File: src/rtl/l1_miss_bus_ctrl_if.sv
// Signal bundle between the L1, the miss controller and the snooping bus.
// master = controller side (drives bus_req/fill_*), slave = L1 plus bus arbiter.
interface l1_miss_bus_ctrl_if #(
   parameter int ADDR_W = 20,
   parameter int DATA_W = 32
);
   logic              req_valid;
   logic              req_ready;
   logic [1:0]        req_type;
   logic [ADDR_W-1:0] req_addr;
   logic [DATA_W-1:0] req_wdata;

   logic              bus_req;
   logic              bus_gnt;
   logic [1:0]        bus_cmd;
   logic [ADDR_W-1:0] bus_addr;
   logic [DATA_W-1:0] bus_wdata;
   logic              bus_ack;
   logic [DATA_W-1:0] bus_rdata;
   logic              bus_shared;

   logic              fill_valid;
   logic [1:0]        fill_type;
   logic [ADDR_W-1:0] fill_addr;
   logic [DATA_W-1:0] fill_data;
   logic              fill_shared;
   logic              fill_err;
   logic              busy;

   modport master (
      input  req_valid, req_type, req_addr, req_wdata,
      input  bus_gnt, bus_ack, bus_rdata, bus_shared,
      output req_ready, bus_req, bus_cmd, bus_addr, bus_wdata,
      output fill_valid, fill_type, fill_addr, fill_data, fill_shared, fill_err, busy
   );

   modport slave (
      output req_valid, req_type, req_addr, req_wdata,
      output bus_gnt, bus_ack, bus_rdata, bus_shared,
      input  req_ready, bus_req, bus_cmd, bus_addr, bus_wdata,
      input  fill_valid, fill_type, fill_addr, fill_data, fill_shared, fill_err, busy
   );
endinterface

File: src/rtl/l1_miss_bus_ctrl.sv
// L1 miss/coherence request queue issuing one req/gnt/ack bus transaction at a time; fill pulse 1 cycle after ack.
// req_ready drops when the FIFO is full (a same-cycle pop does not help); MISS_TIMEOUT_EN adds an ack timeout abort.
module l1_miss_bus_ctrl #(
   parameter int DEPTH   = 4,
   parameter int ADDR_W  = 20,
   parameter int DATA_W  = 32,
   parameter int TIMEOUT = 64
) (
   input  logic               clk,
   input  logic               rstn,
   l1_miss_bus_ctrl_if.master bus_if
);
   localparam int PTR_W = (DEPTH > 1) ? $clog2(DEPTH) : 1;
   localparam int CNT_W = $clog2(DEPTH + 1);
   localparam logic [1:0] CMD_RD  = 2'b00;
   localparam logic [1:0] CMD_RDX = 2'b01;

   if (DEPTH < 2 || (DEPTH & (DEPTH - 1)) != 0 || TIMEOUT < 2) begin : g_bad_params
      $error("l1_miss_bus_ctrl: DEPTH must be a power of 2 >= 2 and TIMEOUT >= 2");
   end

   typedef enum logic [1:0] {IDLE, ARB, WAIT} state_t;

   logic [1:0]        cmd_q   [DEPTH];
   logic [ADDR_W-1:0] addr_q  [DEPTH];
   logic [DATA_W-1:0] wdata_q [DEPTH];
   logic [PTR_W-1:0]  wr_ptr_q, rd_ptr_q;
   logic [CNT_W-1:0]  cnt_q, cnt_d;

   state_t            state_q;
   logic              bus_req_q;
   logic              fill_valid_q;
   logic [1:0]        fill_type_q;
   logic [ADDR_W-1:0] fill_addr_q;
   logic [DATA_W-1:0] fill_data_q;
   logic              fill_shared_q;

   logic              full, push, pop, to_hit;
   logic [1:0]        head_cmd;
   logic [ADDR_W-1:0] head_addr;

   assign head_cmd  = cmd_q[rd_ptr_q];
   assign head_addr = addr_q[rd_ptr_q];
   assign full      = (cnt_q == CNT_W'(DEPTH));
   assign push      = bus_if.req_valid && !full;
   assign pop       = (state_q == WAIT) && (bus_if.bus_ack || to_hit);

   assign bus_if.req_ready   = !full;
   assign bus_if.bus_req     = bus_req_q;
   assign bus_if.bus_cmd     = head_cmd;
   assign bus_if.bus_addr    = head_addr;
   assign bus_if.bus_wdata   = wdata_q[rd_ptr_q];
   assign bus_if.fill_valid  = fill_valid_q;
   assign bus_if.fill_type   = fill_type_q;
   assign bus_if.fill_addr   = fill_addr_q;
   assign bus_if.fill_data   = fill_data_q;
   assign bus_if.fill_shared = fill_shared_q;
   assign bus_if.busy        = (cnt_q != '0) || (state_q != IDLE);

   always_comb begin
      cnt_d = cnt_q;
      if (push && !pop)
         cnt_d = cnt_q + 1'b1;
      else if (pop && !push)
         cnt_d = cnt_q - 1'b1;
   end

   // Storage is reset too so the head-driven bus_* outputs read 0 out of reset.
   always_ff @(posedge clk or negedge rstn) begin
      if (!rstn) begin
         for (int i = 0; i < DEPTH; i++) begin
            cmd_q[i]   <= '0;
            addr_q[i]  <= '0;
            wdata_q[i] <= '0;
         end
         wr_ptr_q <= '0;
         rd_ptr_q <= '0;
         cnt_q    <= '0;
      end else begin
         if (push) begin
            cmd_q[wr_ptr_q]   <= bus_if.req_type;
            addr_q[wr_ptr_q]  <= bus_if.req_addr;
            wdata_q[wr_ptr_q] <= bus_if.req_wdata;
            wr_ptr_q          <= wr_ptr_q + 1'b1;
         end
         if (pop)
            rd_ptr_q <= rd_ptr_q + 1'b1;
         cnt_q <= cnt_d;
      end
   end

`ifdef MISS_TIMEOUT_EN
   localparam int TO_W = $clog2(TIMEOUT);
   logic [TO_W-1:0] to_cnt_q;
   logic            fill_err_q;

   // An ack on the expiry cycle wins over the abort.
   assign to_hit          = (to_cnt_q == TO_W'(TIMEOUT - 1)) && !bus_if.bus_ack;
   assign bus_if.fill_err = fill_err_q;

   always_ff @(posedge clk or negedge rstn) begin
      if (!rstn) begin
         to_cnt_q   <= '0;
         fill_err_q <= 1'b0;
      end else begin
         fill_err_q <= (state_q == WAIT) && to_hit;
         if (state_q == ARB)
            to_cnt_q <= '0;
         else if (state_q == WAIT && !bus_if.bus_ack)
            to_cnt_q <= to_cnt_q + 1'b1;
      end
   end
`else
   assign to_hit          = 1'b0;
   assign bus_if.fill_err = 1'b0;
`endif

   always_ff @(posedge clk or negedge rstn) begin
      if (!rstn) begin
         state_q       <= IDLE;
         bus_req_q     <= 1'b0;
         fill_valid_q  <= 1'b0;
         fill_type_q   <= '0;
         fill_addr_q   <= '0;
         fill_data_q   <= '0;
         fill_shared_q <= 1'b0;
      end else begin
         fill_valid_q <= 1'b0;
         case (state_q)
            IDLE: begin
               if (cnt_q != '0) begin
                  state_q   <= ARB;
                  bus_req_q <= 1'b1;
               end
            end
            ARB: begin
               if (bus_if.bus_gnt)
                  state_q <= WAIT;
            end
            WAIT: begin
               if (pop) begin
                  state_q       <= IDLE;
                  bus_req_q     <= 1'b0;
                  fill_valid_q  <= 1'b1;
                  fill_type_q   <= head_cmd;
                  fill_addr_q   <= head_addr;
                  fill_data_q   <= (!to_hit && (head_cmd == CMD_RD || head_cmd == CMD_RDX))
                                   ? bus_if.bus_rdata : '0;
                  fill_shared_q <= !to_hit && (head_cmd == CMD_RD) && bus_if.bus_shared;
               end
            end
            default: begin
               state_q   <= IDLE;
               bus_req_q <= 1'b0;
            end
         endcase
      end
   end
endmodule

File: src/flat_wrapper.sv
// flat-port wrapper written by rule: the top's interface ports become plain ports
module l1_miss_bus_ctrl_flat 
#(
   parameter int DEPTH   = 4,
   parameter int ADDR_W  = 20,
   parameter int DATA_W  = 32,
   parameter int TIMEOUT = 64
)
  (clk, rstn, bus_if_req_valid, bus_if_req_type, bus_if_req_addr, bus_if_req_wdata, bus_if_bus_gnt, bus_if_bus_ack, bus_if_bus_rdata, bus_if_bus_shared, bus_if_req_ready, bus_if_bus_req, bus_if_bus_cmd, bus_if_bus_addr, bus_if_bus_wdata, bus_if_fill_valid, bus_if_fill_type, bus_if_fill_addr, bus_if_fill_data, bus_if_fill_shared, bus_if_fill_err, bus_if_busy);
  l1_miss_bus_ctrl_if #(.ADDR_W(ADDR_W), .DATA_W(DATA_W)) bus_if_i ();
  input  logic clk;
  input  logic rstn;
  input wire logic [$bits(bus_if_i.req_valid)-1:0] bus_if_req_valid;
  input wire logic [$bits(bus_if_i.req_type)-1:0] bus_if_req_type;
  input wire logic [$bits(bus_if_i.req_addr)-1:0] bus_if_req_addr;
  input wire logic [$bits(bus_if_i.req_wdata)-1:0] bus_if_req_wdata;
  input wire logic [$bits(bus_if_i.bus_gnt)-1:0] bus_if_bus_gnt;
  input wire logic [$bits(bus_if_i.bus_ack)-1:0] bus_if_bus_ack;
  input wire logic [$bits(bus_if_i.bus_rdata)-1:0] bus_if_bus_rdata;
  input wire logic [$bits(bus_if_i.bus_shared)-1:0] bus_if_bus_shared;
  output wire logic [$bits(bus_if_i.req_ready)-1:0] bus_if_req_ready;
  output wire logic [$bits(bus_if_i.bus_req)-1:0] bus_if_bus_req;
  output wire logic [$bits(bus_if_i.bus_cmd)-1:0] bus_if_bus_cmd;
  output wire logic [$bits(bus_if_i.bus_addr)-1:0] bus_if_bus_addr;
  output wire logic [$bits(bus_if_i.bus_wdata)-1:0] bus_if_bus_wdata;
  output wire logic [$bits(bus_if_i.fill_valid)-1:0] bus_if_fill_valid;
  output wire logic [$bits(bus_if_i.fill_type)-1:0] bus_if_fill_type;
  output wire logic [$bits(bus_if_i.fill_addr)-1:0] bus_if_fill_addr;
  output wire logic [$bits(bus_if_i.fill_data)-1:0] bus_if_fill_data;
  output wire logic [$bits(bus_if_i.fill_shared)-1:0] bus_if_fill_shared;
  output wire logic [$bits(bus_if_i.fill_err)-1:0] bus_if_fill_err;
  output wire logic [$bits(bus_if_i.busy)-1:0] bus_if_busy;
  assign bus_if_i.req_valid = bus_if_req_valid;
  assign bus_if_i.req_type = bus_if_req_type;
  assign bus_if_i.req_addr = bus_if_req_addr;
  assign bus_if_i.req_wdata = bus_if_req_wdata;
  assign bus_if_i.bus_gnt = bus_if_bus_gnt;
  assign bus_if_i.bus_ack = bus_if_bus_ack;
  assign bus_if_i.bus_rdata = bus_if_bus_rdata;
  assign bus_if_i.bus_shared = bus_if_bus_shared;
  assign bus_if_req_ready = bus_if_i.req_ready;
  assign bus_if_bus_req = bus_if_i.bus_req;
  assign bus_if_bus_cmd = bus_if_i.bus_cmd;
  assign bus_if_bus_addr = bus_if_i.bus_addr;
  assign bus_if_bus_wdata = bus_if_i.bus_wdata;
  assign bus_if_fill_valid = bus_if_i.fill_valid;
  assign bus_if_fill_type = bus_if_i.fill_type;
  assign bus_if_fill_addr = bus_if_i.fill_addr;
  assign bus_if_fill_data = bus_if_i.fill_data;
  assign bus_if_fill_shared = bus_if_i.fill_shared;
  assign bus_if_fill_err = bus_if_i.fill_err;
  assign bus_if_busy = bus_if_i.busy;
  l1_miss_bus_ctrl #(.DEPTH(DEPTH), .ADDR_W(ADDR_W), .DATA_W(DATA_W), .TIMEOUT(TIMEOUT)) u_core (.clk(clk), .rstn(rstn), .bus_if(bus_if_i));
endmodule
File: config.mk
export PLATFORM = sky130hd
export DESIGN_NAME = l1_miss_bus_ctrl_flat
export DESIGN_NICKNAME = d
export VERILOG_FILES = /design/src/rtl/l1_miss_bus_ctrl_if.sv /design/src/rtl/l1_miss_bus_ctrl.sv /design/src/flat_wrapper.sv
export SDC_FILE = /design/constraint.sdc
export NUM_CORES = 1
export LEC_CHECK = 0
export CAP_MARGIN = 20
export CORE_UTILIZATION = 45
export CTS_CLUSTER_DIAMETER = 150
export DETAILED_ROUTE_END_ITERATION = 16
export PLACE_DENSITY = 0.69
export SLEW_MARGIN = 20
export SYNTH_ARGS = -nofsm -noshare
export SYNTH_HDL_FRONTEND = slang
export SYNTH_SLANG_ARGS = --single-unit
File: constraint.sdc
create_clock -name clk -period 2.1 [get_ports clk]
set_input_delay 0.42 -clock clk [delete_from_list [all_inputs] [get_ports clk]]
set_output_delay 0.42 -clock clk [all_outputs]
set_load 0.01 [all_outputs]
==> out/metrics.yaml, run 1 <==
status: "finished, violations left"
violations: "negative setup slack"
maxCapViolCount: 0
dieHeight_um: 168.6
cts_max_level: 1
ios: 206
synthCells: 807
synth_nets: 905
drive_above_1_share_pct: 42.54
slew_violations: 0
leakage_nw: 7.286
grt_pass1_wl_um: 45780
wl_per_cell_um: 19.56
start_util_pct: 46.07
vias: 7472
first_global_vias: 8004
syn_area_sq_um: 12490
required_ns: 1.68
area_growth_pct: 32.55
clk_latency_ns: 0.54
clock-sinks: 282
worstSetupStartpointType: "flop"
end_kind: "output pin"
wl_met1_um: 12840
detail-route-antenna-nets: 0
dpl_cell_area_sq_um: 15180
final_area_sq_um: 16550
tritoncts: "done"
fin_crit_ns: 2.426
hp-class: "input pin to asynchronous set/reset pin"
finalWeightedCongestion: 0.7320
syn_area_per_cell_sq_um: 15.47
hold_viol_final: 0
critPathMaxFanout: 5
grt_usage_pct: 20.56
core-area_sq_um: 27100
netlist.area_leader.share_pct: 56.52
arrival_ns: 2.01
drt-vias-per-instance: 5.146
die-area_sq_um: 28420
tightest_slew_ns: 0.5238
num_rows: 60
grt_overflow: 0
p_total_w: 0.02885
synth_area_leaders: "dfrtp_1, mux2_4, mux2_2"
antenna_found_initial: 1
synth_top_area_cell: "dfrtp_1"
die-width_um: 168.6
met3_length_um: 1316
setup_viol: 55
route.detailed.drc: 0
first_pass_iters: 4
relSlewSlack_pct: 65.08
ys_seq_area_share_pct: 56.52
top_layer_used: "met4"
ys_types: 30
grt_max_degree: 59
peakVddDrop_uv: 818.1
wl_met2_um: 13700
wirelength_um: 28390
finalCritPeriodShare_pct: 115.5
yosys_register_bits: 282
path_class: "flop to output pin"
pwr_density_cell_nw_per_um2: 1743
numCtsBuffers: 30
fmax_ghz: 0.4122
root_buffer: "clkbuf_16"
finalWorstSetupSlack_ns: -0.3263
rsz0062_at_grt: "yes"
nNetsFinal: 1153
drt_iter0_markers: 442
utilization_pct: 61.07
path_clk_slew_ns: 0.06
finClkSkew_ns: 0.008214
dp_hpwl_um: 17920
portBuffers: 204
cts_buffer_depth: 3
yosys_warnings: 0
cell families after synthesis:
family / Yosys count / share of synthesized area, %
buffers and inverters: 58 / 3.648
adder cells (fa/ha/maj): 6 / 0.6614
AO/OA/AOI/OAI: 37 / 1.603
multiplexers: 272 / 32.41
AND/OR/NAND/NOR: 145 / 4.710
other: 1 / 0.03003
XOR/XNOR: 6 / 0.4209
flip-flops: 282 / 56.52
registers in the layout, indices dropped and copies added (netlist names):
name,flops
u_core.addr_q,80
u_core.bus_if.bus_req,1
u_core.bus_if.fill_addr,20
u_core.bus_if.fill_data,32
u_core.bus_if.fill_shared,1
u_core.bus_if.fill_type,2
u_core.bus_if.fill_valid,1
u_core.cmd_q,8
u_core.cnt_q,3
u_core.rd_ptr_q,2
u_core.state_q,2
u_core.wdata_q,128
u_core.wr_ptr_q,2
routing by layer:
layer | vias up | track usage, %
met5 | - | 0
met4 | 0 | 4.506
met3 | 39 | 3.671
met2 | 177 | 33.65
met1 | 3886 | 28.78
li1 | 3370 | -
Yosys cell counts (all sizes together):
| cell | n |
|---|---|
| a2bb2oi | 1 |
| and3 | 2 |
| buf | 37 |
| clkbuf | 14 |
| conb | 1 |
| dfrtp | 282 |
| fa | 1 |
| ha | 5 |
| inv | 7 |
| mux2 | 218 |
| mux4 | 54 |
| nand2 | 135 |
| nand3 | 3 |
| nand3b | 1 |
| nor2 | 1 |
| o211a | 1 |
| o21ai | 32 |
| o22ai | 1 |
| o31ai | 2 |
| or3 | 2 |
| or3b | 1 |
| xnor2 | 4 |
| xor2 | 2 |
stage by stage:
stage                     hold slack (ns)  setup WS, ns  cells  setup TNS, ns
after floorplan                    0.1244      0.002936    807              0
after global placement             0.3963      -0.09588   1376         -2.644
after detailed placement           0.4022       -0.1150   1376         -3.432
after CTS                          0.4000       -0.4054   1443         -16.16
after global routing               0.4139       -0.3780   1451         -17.60
final                              0.3950       -0.3263   1452         -14.26
final timing paths:
| kind | endpoint | slack, ns | cells past startpoint | startpoint |
|---|---|---|---|---|
| worst max-delay path | bus_if_bus_addr[0] | -0.33 | 4 | u_core.rd_ptr_q[0]$_DFFE_PN0P_ |
| worst min-delay path | u_core.bus_if.fill_data[22]$_DFFE_PN0P_ | 0.39 | 2 | rstn |
| worst max register to register | u_core.wdata_q[70]$_DFFE_PN0P_ | 0.07 | 7 | u_core.cnt_q[2]$_DFFE_PN0P_ |
| worst min register to register | u_core.bus_if.fill_addr[2]$_DFFE_PN0P_ | 0.47 | 2 | u_core.bus_if.fill_addr[2]$_DFFE_PN0P_ |
| max in group asynchronous | u_core.bus_if.fill_data[24]$_DFFE_PN0P_ | 0.98 | 3 | rstn |
| min in group clk | u_core.bus_if.fill_data[15]$_DFFE_PN0P_ | 0.42 | 3 | bus_if_bus_rdata[15] |
cell usage in the layout (no fill, tap or decap), drive strengths merged, types with 2 or more instances in the layout:
| cell | count |
|---|---|
| dfrtp | 282 |
| mux2 | 218 |
| clkdlybuf4s50 | 147 |
| nand2 | 135 |
| buf | 118 |
| mux4 | 54 |
| clkbuf | 37 |
| o21ai | 32 |
| clkinv | 11 |
| bufinv | 7 |
| inv | 7 |
| ha | 5 |
| xnor2 | 4 |
| nand3 | 3 |
| and3 | 2 |
| o31ai | 2 |
| xor2 | 2 |
| clkinvlp | 2 |
| or3 | 2 |
layout make-up:
cell class / count / area (sq um)
Clock inverter: 20 / 284.0
Multi-Input combinational cell: 467 / 4987
Antenna cell: 1 / 2.502
Tap cell: 372 / 465.4
Clock buffer: 36 / 834.6
Fill cell: 2107 / 10550
Sequential cell: 282 / 7062
Timing Repair Buffer: 267 / 2888
Inverter: 7 / 26.28
critical path: stages (launching register included):
cell and delay, ns:
dfrtp_4 0.47, buf_4 0.17, buf_12 0.13, mux4_2 0.55
buf_6 0.15
where the power goes:
group	internal (W)	switching, W	total [W]
logic	0.00822	0.00510	0.0133
registers	0.00816	0.00152	0.00968
clock network	0.00368	0.00217	0.00585
repair_timing:
action | CTS | global route
setup buffers | 6 | 8
gates cloned | 5 | 1
endpoints found under the hold margin | 50 | 0
resized for setup | 261 | 19
pin swaps | 0 | 4
endpoints found under the setup margin | 56 | 57
hold buffers | 1 | 0
(Power assumes the default switching activity.)
==> inputs of run 2 (changes only) <==
--- a/config.mk
+++ b/config.mk
@@ -10,6 +10,8 @@
 export CTS_CLUSTER_DIAMETER = 150
 export DETAILED_ROUTE_END_ITERATION = 16
 export PLACE_DENSITY = 0.69
+export SKIP_CTS_REPAIR_TIMING = 1
+export SKIP_LAST_GASP = 1
 export SLEW_MARGIN = 20
 export SYNTH_ARGS = -nofsm -noshare
 export SYNTH_HDL_FRONTEND = slang
==> run 2 against run 1 <==
Effect of this change: the run still ends with negative setup slack left; register-to-register slack better by 0.02 ns; worst hold slack worse by 0.0041 ns; total power shrank 2.4%; clock-buffer cell count did not move; combinational power fell by 5%; first-iteration DRC count shrank 6.1%; clock power hardly changed; non-clock buffer count decreased by 6; design area down 0.51%; worst setup slack improved by 0.0026 ns; sequential share of layout area up 0.22 points; critical endpoint is now bus_if_bus_addr[2]; largest cell class unchanged.
==> out/metrics.yaml, run 2 (synthesis results as in run 1) <==
status: "finished, violations left"
violations: "negative setup slack"
finalWeightedCongestion: 0.7320
numCtsBuffers: 30
grt_usage_pct: 19.93
rsz0062_at_grt: "yes"
antenna_found_initial: 1
wirelength_um: 28220
relSlewSlack_pct: 65.12
reg2regPathDepth: 7
grt_overflow: 0
dpl_cell_area_sq_um: 15180
start_util_pct: 46.07
final_cell_mix: "dfrtp_1, clkdlybuf4s50_1, nand2_1, mux2_2, mux2_4"
num_rows: 60
detail-route-antenna-nets: 0
clock-sinks: 282
use_met3_pct: 3.741
tritoncts: "done"
vias: 7447
ios: 206
drt_iter0_markers: 415
max_flop_register: "u_core.wdata_q"
leakage_nw: 7.431
fmax_ghz: 0.4126
dieHeight_um: 168.6
nFillCells: 2108
drive_above_1_share_pct: 39.98
pwr-share-seq_pct: 34.3
whs_ns: 0.3909
core-area_sq_um: 27100
grt_pass1_wl_um: 44710
first_global_vias: 7909
wl_per_cell_um: 19.52
layout_commonest_cell: "dfrtp_1"
required_ns: 1.68
first_pass_iters: 5
route.detailed.drc: 0
tightest_slew_ns: 0.5232
path_clk_slew_ns: 0.06
dp_hpwl_um: 17920
p_clk_share_pct: 20.8
worstSetupStartpointType: "flop"
gr-max-usage-layer: "met2"
p_switching_w: 0.008579
die-width_um: 168.6
p_sw_share_pct: 30.48
arrival_ns: 2.00
end_kind: "output pin"
die-area_sq_um: 28420
hp-class: "input pin to asynchronous set/reset pin"
peakVddDrop_uv: 794.7
portBuffers: 204
finalWorstSetupSlack_ns: -0.3237
clk_latency_ns: 0.54
pwr_density_cell_nw_per_um2: 1710
path_class: "flop to output pin"
use_met1_pct: 27.56
maxCapViolCount: 0
root_buffer: "clkbuf_16"
setup_viol: 55
finClkSkew_ns: 0.008305
hold_viol_final: 0
cts_max_level: 1
area_growth_pct: 31.87
critPathMaxFanout: 5
final_area_sq_um: 16460
fin_crit_ns: 2.424
slew_violations: 0
r2r_slack_ns: 0.09
cts_buffer_depth: 3
nNetsFinal: 1147
largest_reg_flops: 128
grt_max_degree: 59
met2_usage_pct: 32.91
finalCritPeriodShare_pct: 115.4
combinationalPowerShare_pct: 44.9
drt-vias-per-instance: 5.150
intPower_w: 0.01957
==> run 2: changes by cell type in the layout (fill, tap and decap cells not counted), sizes merged <==
cell          delta
dlymetal6s2s    +24
clkbuf          +29
buf             -59
==> run 2: final timing paths <==
| kind | from | end |
|---|---|---|
| max in group asynchronous | rstn | u_core.bus_if.fill_data[24]$_DFFE_PN0P_ |
| worst min-delay path | rstn | u_core.bus_if.fill_data[22]$_DFFE_PN0P_ |
| worst max register to register | u_core.cnt_q[2]$_DFFE_PN0P_ | u_core.wdata_q[68]$_DFFE_PN0P_ |
| min in group clk | bus_if_bus_rdata[15] | u_core.bus_if.fill_data[15]$_DFFE_PN0P_ |
| worst max-delay path | u_core.rd_ptr_q[0]$_DFFE_PN0P_ | bus_if_bus_addr[2] |
| worst min register to register | u_core.bus_if.fill_addr[14]$_DFFE_PN0P_ | u_core.bus_if.fill_addr[14]$_DFFE_PN0P_ |
==> run 2: through the flow <==
step	setup TNS (ns)	util, %	power [W]	cells	setup slack [ns]
after floorplan	0	-	0.01719	807	0.002936
after global placement	-2.644	56.02	0.02220	1376	-0.09588
after detailed placement	-3.432	56.02	0.02247	1376	-0.1150
after CTS	-36.08	60.15	0.02852	1432	-0.7024
after global routing	-18.47	60.74	0.02971	1445	-0.3740
final	-14.99	60.75	0.02815	1446	-0.3237
==> run 2: power groups by stage <==
stage / Combinational, W / Sequential, W / Clock, W
2_1_floorplan: 0.00779 / 0.00940 / 0
3_3_place_gp: 0.0126 / 0.00961 / 0
3_5_place_dp: 0.0128 / 0.00968 / 0
4_1_cts: 0.0129 / 0.00964 / 0.00599
5_1_grt: 0.0136 / 0.00997 / 0.00619
6_report: 0.0126 / 0.00966 / 0.00585
==> run 2: metal layers <==
| layer | wire [um] | share of wire, % | vias up |
|---|---|---|---|
| li1 | - | - | 3355 |
| met1 | 12880 | 46 | 3893 |
| met2 | 13600 | 48 | 164 |
| met3 | 1255 | 4.4 | 35 |
| met4 | 490 | 1.7 | 0 |
| met5 | 0 | 0 | - |
==> run 2: layout make-up <==
class	instances	area [sq um]	area share (%)
antenna	1	2.502	0.01520
clock buffer	36	834.6	5.069
clock inverter	20	284.0	1.725
inverter	7	26.28	0.1596
multi-input combinational	467	4987	30.29
sequential	282	7062	42.89
tap	372	465.4	2.827
timing repair buffer	261	2803	17.02
==> run 2: critical path, stage by stage, from the launching register on <==
cell	delay (ns)
dfrtp_4	0.46
buf_4	0.17
buf_12	0.13
mux4_2	0.52
dlymetal6s2s_1	0.19
==> inputs of run 3 (changes only) <==
--- a/config.mk
+++ b/config.mk
@@ -8,8 +8,10 @@
 export CAP_MARGIN = 20
 export CORE_UTILIZATION = 45
 export CTS_CLUSTER_DIAMETER = 150
+export CTS_CLUSTER_SIZE = 25
 export DETAILED_ROUTE_END_ITERATION = 16
 export PLACE_DENSITY = 0.69
+export RECOVER_POWER = 50
 export SKIP_CTS_REPAIR_TIMING = 1
 export SKIP_LAST_GASP = 1
 export SLEW_MARGIN = 20
==> run 3 against run 2 <==
Effect of this change: the flow still finishes with violations (negative setup slack); cell count down 2.6%; first-iteration DRC count shrank 8.9%; fmax grew 1.5%; non-clock buffer count did not move; sequential share of layout area rose by 2.1 points; global-route usage decreased by 0.51 points; via count shrank 2.7%; utilization shrank 2.8 points; worst setup slack gained 0.036 ns.
==> out/metrics.yaml, run 3 (synthesis results as in run 1) <==
start_util_pct: 46.07
end_kind: "output pin"
finalWorstSetupSlack_ns: -0.2873
drive_above_1_share_pct: 37.20
path_class: "flop to output pin"
drt-vias-per-instance: 5.146
antenna_found_initial: 1
final_cell_mix: "dfrtp_1, clkdlybuf4s50_1, nand2_1, mux2_2, mux2_4"
detail-route-antenna-nets: 0
numCtsBuffers: 15
min_delay_path_depth: 3
maxCapViolCount: 0
fmax_ghz: 0.4189
num_rows: 60
tightest_slew_ns: 1.483
slowest_delay_ns: 0.50
nNetsFinal: 1132
portBuffers: 204
core-area_sq_um: 27100
required_ns: 1.68
slowest_stage: "mux4_2"
path_clk_slew_ns: 0.10
max_flop_register: "u_core.wdata_q"
fin_crit_ns: 2.387
critPathTopFamily: "buffers and inverters"
worstSetupStartpointType: "flop"
hold_viol_final: 0
area_growth_pct: 25.81
drt_iter0_markers: 378
cp_num_buf_inv: 3
grt_pass1_wl_um: 43510
whs_ns: 0.4719
root_buffer: "clkbuf_16"
wl_per_cell_um: 19.47
slew_violations: 0
pwr_density_cell_nw_per_um2: 1606
setup_viol: 67
hp-class: "input pin to flop"
nFillCells: 2181
reg2regPathDepth: 8
layout_commonest_cell: "dfrtp_1"
violations: "negative setup slack"
relSlewSlack_pct: 1.144
multi_input_area_sq_um: 4985
arrival_ns: 1.97
wirelength_um: 27410
dp_hpwl_um: 17920
first_pass_iters: 4
cp_cell_sequence: "buf_4 > clkbuf_16 > mux4_2 > dlymetal6s2s_1"
clk_latency_ns: 0.49
rsz0062_at_grt: "yes"
first_global_vias: 7678
cts_buffer_depth: 3
die-area_sq_um: 28420
cts_max_level: 1
finClkSkew_ns: 0.02322
pre_cts_ws_ns: -0.1150
seq_area_sq_um: 7062
status: "finished, violations left"
largest_reg_flops: 128
tritoncts: "done"
dieHeight_um: 168.6
finalCritPeriodShare_pct: 113.7
route.detailed.drc: 0
grt_overflow: 0
crit_cells: 4
grt_usage_pct: 19.42
finalWeightedCongestion: 0.7320
ios: 206
final.setup.tns_ns: -13.09
vias: 7245
grt_max_degree: 59
die-width_um: 168.6
clock-sinks: 282
peakVddDrop_uv: 680.5
leakage_nw: 7.073
critPathMaxFanout: 5
-- run 3: cell count changes in the layout (fill, tap and decap cells not counted), sizes merged, moves of 2 or more --
cell / before / now
bufinv: 7 / 0
clkinv: 11 / 0
clkinvlp: 2 / 0
buf: 59 / 54
clkbuf: 66 / 51
-- run 3: final timing paths --
kind	startpoint	endpoint	slack (ns)
min in group asynchronous	rstn	u_core.bus_if.fill_data[22]$_DFFE_PN0P_	0.82
max in group asynchronous	rstn	u_core.addr_q[50]$_DFFE_PN0P_	0.21
max reg2reg	u_core.cnt_q[2]$_DFFE_PN0P_	u_core.cnt_q[1]$_DFFE_PN0P_	-0.05
min reg2reg	u_core.bus_if.fill_addr[2]$_DFFE_PN0P_	u_core.bus_if.fill_addr[2]$_DFFE_PN0P_	0.48
max	u_core.rd_ptr_q[0]$_DFFE_PN0P_	bus_if_bus_addr[16]	-0.29
min	bus_if_bus_rdata[24]	u_core.bus_if.fill_data[24]$_DFFE_PN0P_	0.47
-- run 3: metal layers --
layer	GRT usage [%]	vias up	routed length [um]
li1	-	3291	-
met1	27.50	3794	12860
met2	31.91	141	13100
met3	3.601	19	1104
met4	3.004	0	354
met5	0	-	0
-- run 3: per-stage QoR --
| stage | utilization [%] | total power [W] | cell area, sq um | instances |
|---|---|---|---|---|
| finish | 57.96 | 0.02524 | 15710 | 1408 |
| global route | 57.95 | 0.02675 | 15710 | 1407 |
| CTS | 57.51 | 0.02562 | 15580 | 1394 |
| detailed placement | 56.02 | 0.02247 | 15180 | 1376 |
| global placement | 56.02 | 0.02220 | 15180 | 1376 |
| floorplan | - | 0.01719 | 12490 | 807 |
-- run 3: worst reg2reg max path: stages (launching register included) --
cell and delay [ns]:
dfrtp_1 0.36, clkbuf_1 0.14, or3b_1 0.44, nand2_4 0.09, inv_2 0.03, ha_1 0.19
inv_2 0.06, fa_1 0.42, mux2_4 0.28
-- run 3: cell type report --
cell class / instances / share of cell area (%)
inverter: 7 / 0.1673
multi-input combinational: 467 / 31.73
timing repair buffer: 261 / 17.60
clock buffer: 17 / 2.437
clock inverter: 1 / 0.1274
antenna: 1 / 0.01593
tap: 372 / 2.963
sequential: 282 / 44.95
-- run 3: where the power goes --
part	switching, W	internal, W
clock	0.00172	0.00133
combinational	0.00488	0.00770
sequential	0.00147	0.00813
total	0.00807	0.0172
